## src/rtl/button_gesture_pkg.sv

```systemverilog
// Shared types and default timing for the button gesture classifier.
// Default intervals assume the 12 MHz board clock.
package button_gesture_pkg;

    // Classifier states; the encoding is visible on the debug state port.
    typedef enum logic [2:0] {
        ST_IDLE   = 3'd0,
        ST_PRESS1 = 3'd1,
        ST_HOLD   = 3'd2,
        ST_WAIT2  = 3'd3,
        ST_PRESS2 = 3'd4
    } state_t;

    // Which interval the shared counter is currently compared against.
    typedef enum logic [1:0] {
        LIM_LONG   = 2'd0,
        LIM_REPEAT = 2'd1,
        LIM_DCLICK = 2'd2
    } lim_sel_t;

    localparam int unsigned CLK_HZ            = 12_000_000;
    localparam int unsigned DEF_CNT_W         = 24;
    localparam int unsigned DEF_LONG_CYCLES   = CLK_HZ / 2;   // 500 ms hold
    localparam int unsigned DEF_DCLICK_CYCLES = CLK_HZ / 4;   // 250 ms gap
    localparam int unsigned DEF_REPEAT_CYCLES = CLK_HZ / 10;  // 100 ms repeat

    // Limit that applies while sitting in a given state.
    function automatic lim_sel_t lim_for_state(input state_t s);
        case (s)
            ST_PRESS1: return LIM_LONG;
            ST_HOLD:   return LIM_REPEAT;
            default:   return LIM_DCLICK;
        endcase
    endfunction

endpackage

```

## src/rtl/button_gesture_timer.sv

```systemverilog
// Shared interval counter with clear/enable and a terminal-count flag.
// o_tc is high when the count equals (selected limit - 1), so a state that
// acts on o_tc has spent exactly "limit" cycles since it was entered.
module button_gesture_timer
    import button_gesture_pkg::*;
#(
    parameter int unsigned CNT_W         = DEF_CNT_W,
    parameter int unsigned LONG_CYCLES   = DEF_LONG_CYCLES,
    parameter int unsigned DCLICK_CYCLES = DEF_DCLICK_CYCLES,
    parameter int unsigned REPEAT_CYCLES = DEF_REPEAT_CYCLES
) (
    input  logic     i_clk,
    input  logic     i_resetn,
    input  logic     i_clr,
    input  logic     i_cnt_en,
    input  lim_sel_t i_lim_sel,
    output logic     o_tc
);

    localparam logic [CNT_W-1:0] LONG_TC   = CNT_W'(LONG_CYCLES - 1);
    localparam logic [CNT_W-1:0] DCLICK_TC = CNT_W'(DCLICK_CYCLES - 1);
    localparam logic [CNT_W-1:0] REPEAT_TC = CNT_W'(REPEAT_CYCLES - 1);

    logic [CNT_W-1:0] r_cnt;
    logic [CNT_W-1:0] w_tc_val;

    // Pick the terminal value for the active interval.
    always_comb begin
        w_tc_val = DCLICK_TC;
        case (i_lim_sel)
            LIM_LONG:   w_tc_val = LONG_TC;
            LIM_REPEAT: w_tc_val = REPEAT_TC;
            default:    w_tc_val = DCLICK_TC;
        endcase
    end

    // Counter: clear wins over count; saturates rather than wrapping.
    always_ff @(posedge i_clk) begin
        if (!i_resetn) begin
            r_cnt <= '0;
        end else if (i_clr) begin
            r_cnt <= '0;
        end else if (i_cnt_en && (r_cnt != {CNT_W{1'b1}})) begin
            r_cnt <= r_cnt + CNT_W'(1);
        end
    end

    assign o_tc = (r_cnt == w_tc_val);

endmodule

```

## src/rtl/button_gesture.sv

```systemverilog
// Classifies debounced button activity into single-cycle gesture pulses:
// click, double_click, long_press and auto-repeat. All outputs registered.
// Inputs are level/pulse signals from the debouncer (no handshake); each
// output pulse is high for one cycle and is not acknowledged by the consumer.
module button_gesture
    import button_gesture_pkg::*;
#(
    parameter int unsigned CNT_W         = DEF_CNT_W,
    parameter int unsigned LONG_CYCLES   = DEF_LONG_CYCLES,
    parameter int unsigned DCLICK_CYCLES = DEF_DCLICK_CYCLES,
    parameter int unsigned REPEAT_CYCLES = DEF_REPEAT_CYCLES
) (
    input  logic   i_clk,
    input  logic   i_resetn,
    input  logic   i_en,
    input  logic   i_pb_state,
    input  logic   i_pb_down,
    input  logic   i_pb_up,
    output logic   o_click,
    output logic   o_double_click,
    output logic   o_long_press,
    output logic   o_repeat_evt,
    output logic   o_busy,
    output state_t o_state
);

    state_t   r_state;
    logic     r_click;
    logic     r_double_click;
    logic     r_long_press;
    logic     r_repeat_evt;
    logic     r_busy;

    state_t   w_nxt;
    logic     w_reload;
    logic     w_click;
    logic     w_double_click;
    logic     w_long_press;
    logic     w_repeat_evt;
    logic     w_clr;
    logic     w_cnt_en;
    logic     w_tc;
    lim_sel_t w_lim_sel;

    // Interval timing; the counter restarts on every state entry or reload.
    assign w_lim_sel = lim_for_state(r_state);
    assign w_cnt_en  = (r_state == ST_PRESS1) || (r_state == ST_HOLD) ||
                       (r_state == ST_WAIT2);
    assign w_clr     = (w_nxt != r_state) || w_reload || !i_en;

    button_gesture_timer #(
        .CNT_W         (CNT_W),
        .LONG_CYCLES   (LONG_CYCLES),
        .DCLICK_CYCLES (DCLICK_CYCLES),
        .REPEAT_CYCLES (REPEAT_CYCLES)
    ) u_timer (
        .i_clk     (i_clk),
        .i_resetn  (i_resetn),
        .i_clr     (w_clr),
        .i_cnt_en  (w_cnt_en),
        .i_lim_sel (w_lim_sel),
        .o_tc      (w_tc)
    );

    // Transition and event decode. Edge pulses take priority over timeouts;
    // a level that disagrees with the state (lost edge) is trusted next.
    always_comb begin
        w_nxt          = r_state;
        w_reload       = 1'b0;
        w_click        = 1'b0;
        w_double_click = 1'b0;
        w_long_press   = 1'b0;
        w_repeat_evt   = 1'b0;
        if (!i_en) begin
            w_nxt = ST_IDLE;
        end else begin
            case (r_state)
                ST_IDLE: begin
                    if (i_pb_down) w_nxt = ST_PRESS1;
                end
                ST_PRESS1: begin
                    if (i_pb_up) begin
                        w_nxt = ST_WAIT2;
                    end else if (!i_pb_state) begin
                        w_nxt = ST_IDLE;
                    end else if (w_tc) begin
                        w_nxt        = ST_HOLD;
                        w_long_press = 1'b1;
                    end
                end
                ST_HOLD: begin
                    if (i_pb_up || !i_pb_state) begin
                        w_nxt = ST_IDLE;
                    end else if (w_tc) begin
                        w_reload     = 1'b1;
                        w_repeat_evt = 1'b1;
                    end
                end
                ST_WAIT2: begin
                    if (i_pb_down || i_pb_state) begin
                        w_nxt = ST_PRESS2;
                    end else if (w_tc) begin
                        w_nxt   = ST_IDLE;
                        w_click = 1'b1;
                    end
                end
                ST_PRESS2: begin
                    if (i_pb_up) begin
                        w_nxt          = ST_IDLE;
                        w_double_click = 1'b1;
                    end else if (!i_pb_state) begin
                        w_nxt = ST_IDLE;
                    end
                end
                default: w_nxt = ST_IDLE;
            endcase
        end
    end

    // State register with registered event pulses and busy flag.
    always_ff @(posedge i_clk) begin
        if (!i_resetn) begin
            r_state        <= ST_IDLE;
            r_click        <= 1'b0;
            r_double_click <= 1'b0;
            r_long_press   <= 1'b0;
            r_repeat_evt   <= 1'b0;
            r_busy         <= 1'b0;
        end else begin
            r_state        <= w_nxt;
            r_click        <= w_click;
            r_double_click <= w_double_click;
            r_long_press   <= w_long_press;
            r_repeat_evt   <= w_repeat_evt;
            r_busy         <= (w_nxt != ST_IDLE);
        end
    end

    assign o_click        = r_click;
    assign o_double_click = r_double_click;
    assign o_long_press   = r_long_press;
    assign o_repeat_evt   = r_repeat_evt;
    assign o_busy         = r_busy;
    assign o_state        = r_state;

endmodule

```

## config.mk

```make
export PLATFORM = sky130hd
export DESIGN_NAME = button_gesture
export DESIGN_NICKNAME = d
export VERILOG_FILES = /design/src/rtl/button_gesture_pkg.sv /design/src/rtl/button_gesture_timer.sv /design/src/rtl/button_gesture.sv
export SDC_FILE = /design/constraint.sdc
export NUM_CORES = 1
export LEC_CHECK = 0
export ABC_AREA = 0
export BUFFER_PORTS_ARGS = -buffer_cell sky130_fd_sc_hd__buf_2
export CAP_MARGIN = 10
export CORE_ASPECT_RATIO = 1.1
export CORE_MARGIN = 2
export CORE_UTILIZATION = 60
export CTS_CLUSTER_DIAMETER = 120
export DETAILED_ROUTE_END_ITERATION = 16
export PLACE_DENSITY = 0.89
export SETUP_SLACK_MARGIN = 0.05
export SLEW_MARGIN = 20
export SYNTH_ARGS = -nofsm -noshare
export SYNTH_HDL_FRONTEND = slang
export SYNTH_SLANG_ARGS = --single-unit
```

## constraint.sdc

```tcl
create_clock -name i_clk -period 2.7 [get_ports i_clk]
set_input_delay 0.135 -clock i_clk [delete_from_list [all_inputs] [get_ports i_clk]]
set_output_delay 0.135 -clock i_clk [all_outputs]
set_load 0.01 [all_outputs]
```

==> out/qor.txt <==
Post-Syn Area per Cell: 9.07 um2
Status: finished clean
Worst R2R Setup Slack: 0.26 ns
Cell taking the most area after synthesis: dfxtp_1
Cell Rows: 22
Family with the most delay on the worst path: simple AND/OR/NAND/NOR gates
Vias in the first global route: 1523
Worst path required time: 2.95 ns
Tmin final: 2.44 ns
Die area: 0.00385 mm2
Fraction of layout cells with a size suffix above 1: 24.8%
Final Hold Viols: 0
ANT nets after route: 0
Most instantiated cells after synthesis: dfxtp_1 (32), nand2_1 (21), nor3_2 (20), nor2_1 (16), xnor2_1 (15)
I/O pins: 14
IO buf count: 13
Multi-input logic area: 0.00125 mm2
Worst Hold Class: primary input to flip-flop
Hold Path End: o_double_click
Clock skew: 0.0107 ns
Max-cap violations: 0
Sink Count: 32
Drt first pass iters: 4
First-pass GRT wire length: 6920 um
Final HPWL DP: 3020 um
Worst-Margin Slew: 0.678 ns
Setup TNS: 0 ns
Worst-path clk slew: 0.10 ns
Post-CTS Setup Bufs: 0
Initial antenna violation count: 0
Synth Net Count: 230
DIE WIDTH: 59.4 um
Area contributors post-synth: dfxtp_1 (32%), nor3_2 (9.9%), xnor2_1 (6.5%), nand2_1 (3.9%), nand3_1 (3.5%)
CTS tree: done
LEAKAGE: 0.673 nW
Worst setup EP type: flip-flop
Worst-Skew Late Latency: 0.33 ns
Inserted Diodes: 0
Final Max Slew Viols: 0
Post-synthesis cell type count: 48
CP arrival: 2.69 ns
PostCTS Resize Cnt: 0
Pin count of the biggest net entering global routing: 22
Clock tree buffer depth: 2
EDFF count, synth: 0
CTS H-tree lvls: 2
Worst relative slew slack: 54.4%
Final setup violation count: 0
Total grt overflow: 0
Drt total wl: 4120 um
Final net count: 248
Yosys top cell area share: 31.7%
Core area: 0.00328 mm2
FF+latch area: 641 um2
FF+latch count, synth: 32
Vias per std cell: 6.21
Cells after Synth: 223
Buf/Inv on CP: 1
Synth Area in Compound Gates: 8.97%
Critical path's slowest cell: or3b_1
Area growth, synth to finish: 7.24%
Max stage delay on crit path: 0.50 ns
Top_reg_cell synth: dfxtp_1
Largest family of logic cells by synthesized area: simple AND/OR/NAND/NOR gates
Startpoint types: flip-flop
Filler cells: 256
Post-Synth Adder-Cell Area: 0.619%
Layout Cell Area excl Fill: 0.00217 mm2
Root buf cell: clkbuf_4
Final worst-path cycle share: 90.2%
HP Start: i_pb_up
Synth Area in XOR/XNOR: 9.96%
Crit path kind: flip-flop to flip-flop
Most common cell in the netlist: dfxtp_1
Peak supply drop: 221 uV
Worst Reg2Reg Path Length in Cells: 7
Final GP Congestion: 0.882
DRC violation count after routing: 0
Routed len/inst: 14.8 um
Worst Hold Depth: 3
Dpl cell area: 0.00211 mm2
Total GRT Usage: 23.2%
Worst reg2reg startpoint: o_state[2]
Critical path cell sequence: or3b_1, mux2i_4, a2111oi_2, mux2i_1, o2111a_2, buf_12, nor3b_1
Post-CTS Hold Fix Bufs: 0
Fmax: 0.411 GHz
Synth Area in Simple Gates: 38.9%
Post-synth ARST share: 0%
Seq/Total Area, Yosys: 31.7%
Ys Warns: 0
Mapped cell area: 0.00202 mm2
Initial core utilization: 61.7%
Die Ht: 64.9 um
RSZ-0062 raised after global routing: false
DR iter-0 viols: 214
Number of buffers created by CTS: 5
PwrDens: 382 mW/mm2
Mux share of post-synthesis cell area: 3.59%
Worst r2r dst: u_timer.r_cnt[12]
Worst-path maximum fanout: 18
Via Count: 1725
-- cell usage in the layout (no fill, tap or decap), types with 3 or more instances in the layout --
| master | count |
|---|---|
| nor3b_1 | 4 |
| xor2_1 | 8 |
| nor2b_1 | 3 |
| nand4_1 | 7 |
| inv_1 | 5 |
| nand3_1 | 14 |
| buf_2 | 13 |
| buf_4 | 6 |
| and3_1 | 3 |
| dfxtp_1 | 32 |
| nor3_1 | 12 |
| nor4_1 | 4 |
| mux2i_1 | 5 |
| nor3_2 | 20 |
| clkbuf_4 | 5 |
| nand2_1 | 21 |
| o21ai_0 | 6 |
| xnor2_1 | 15 |
| nor4b_1 | 3 |
| nor2_1 | 16 |
-- report_power, final --
part / leakage, nW / switching, mW / internal, mW
clock: 0.0326 / 0.159 / 0.128
combinational: 0.382 / 0.0426 / 0.0243
sequential: 0.258 / 0.00121 / 0.474
total: 0.673 / 0.203 / 0.626
-- worst max-delay path by stage --
stage / startpoint / to / slack (ns) / cells past startpoint
3_5_place_dp: o_state[2] / u_timer.r_cnt[12] / 0.28 / 7
3_3_place_gp: o_state[2] / u_timer.r_cnt[12] / 0.40 / 7
6_report: o_state[2] / u_timer.r_cnt[12] / 0.26 / 7
2_1_floorplan: o_state[0] / u_timer.r_cnt[6] / 0.29 / 9
5_1_grt: o_state[2] / u_timer.r_cnt[12] / 0.14 / 7
4_1_cts: o_state[2] / u_timer.r_cnt[12] / 0.27 / 7
-- flip-flops by register name (all words and copies together), names as in the netlist --
signal and flops:
o_busy 1, o_click 1, o_double_click 1, o_long_press 1
o_repeat_evt 1, o_state 3, u_timer.r_cnt 24
-- layer usage --
layer / vias up / track usage (%) / share of wire, %
li1: 856 / - / -
met4: 0 / 6.53 / 1.5
met2: 60 / 37.2 / 49
met3: 10 / 5.59 / 6.1
met1: 799 / 30.4 / 44
met5: - / 0 / 0
-- worst reg2reg max path: cells and delay by family, from the launching register on --
family | cells | cell delay (ns)
buffers and inverters | 1 | 0.16
flip-flops | 1 | 0.38
AND/OR/NAND/NOR | 2 | 0.72
AO/OA/AOI/OAI | 2 | 0.71
multiplexers | 2 | 0.39
-- kinds of logic (layout without fill, tap and decap cells) --
logic type / Yosys count / in the layout
simple gates: 124 / 124
xor+xnor: 23 / 23
compound gates: 22 / 22
buf+inv: 15 / 34
flops: 32 / 32
mux: 6 / 6
fa+ha+maj: 1 / 1
-- stage by stage --
step                      util [%]  power [mW]  setup WS [ns]  hold slack, ns  cells
after floorplan                  -       0.534          0.294           0.254    223
after global placement        64.4       0.551          0.400           0.415    270
after detailed placement      64.4       0.552          0.278           0.422    270
after CTS                     66.2       0.830          0.272          0.0804    278
after global routing          66.2       0.861          0.138          0.0686    278
final                         66.2       0.829          0.265          0.0733    278
-- layout make-up --
class | count | share of cell area, %
multi-input combinational | 176 | 57.9
tap | 36 | 2.08
inverter | 5 | 0.866
sequential | 32 | 29.5
clock buffer | 8 | 2.71
timing repair buffer | 21 | 6.92
No activity file was read; power rests on OpenSTA's default activity.
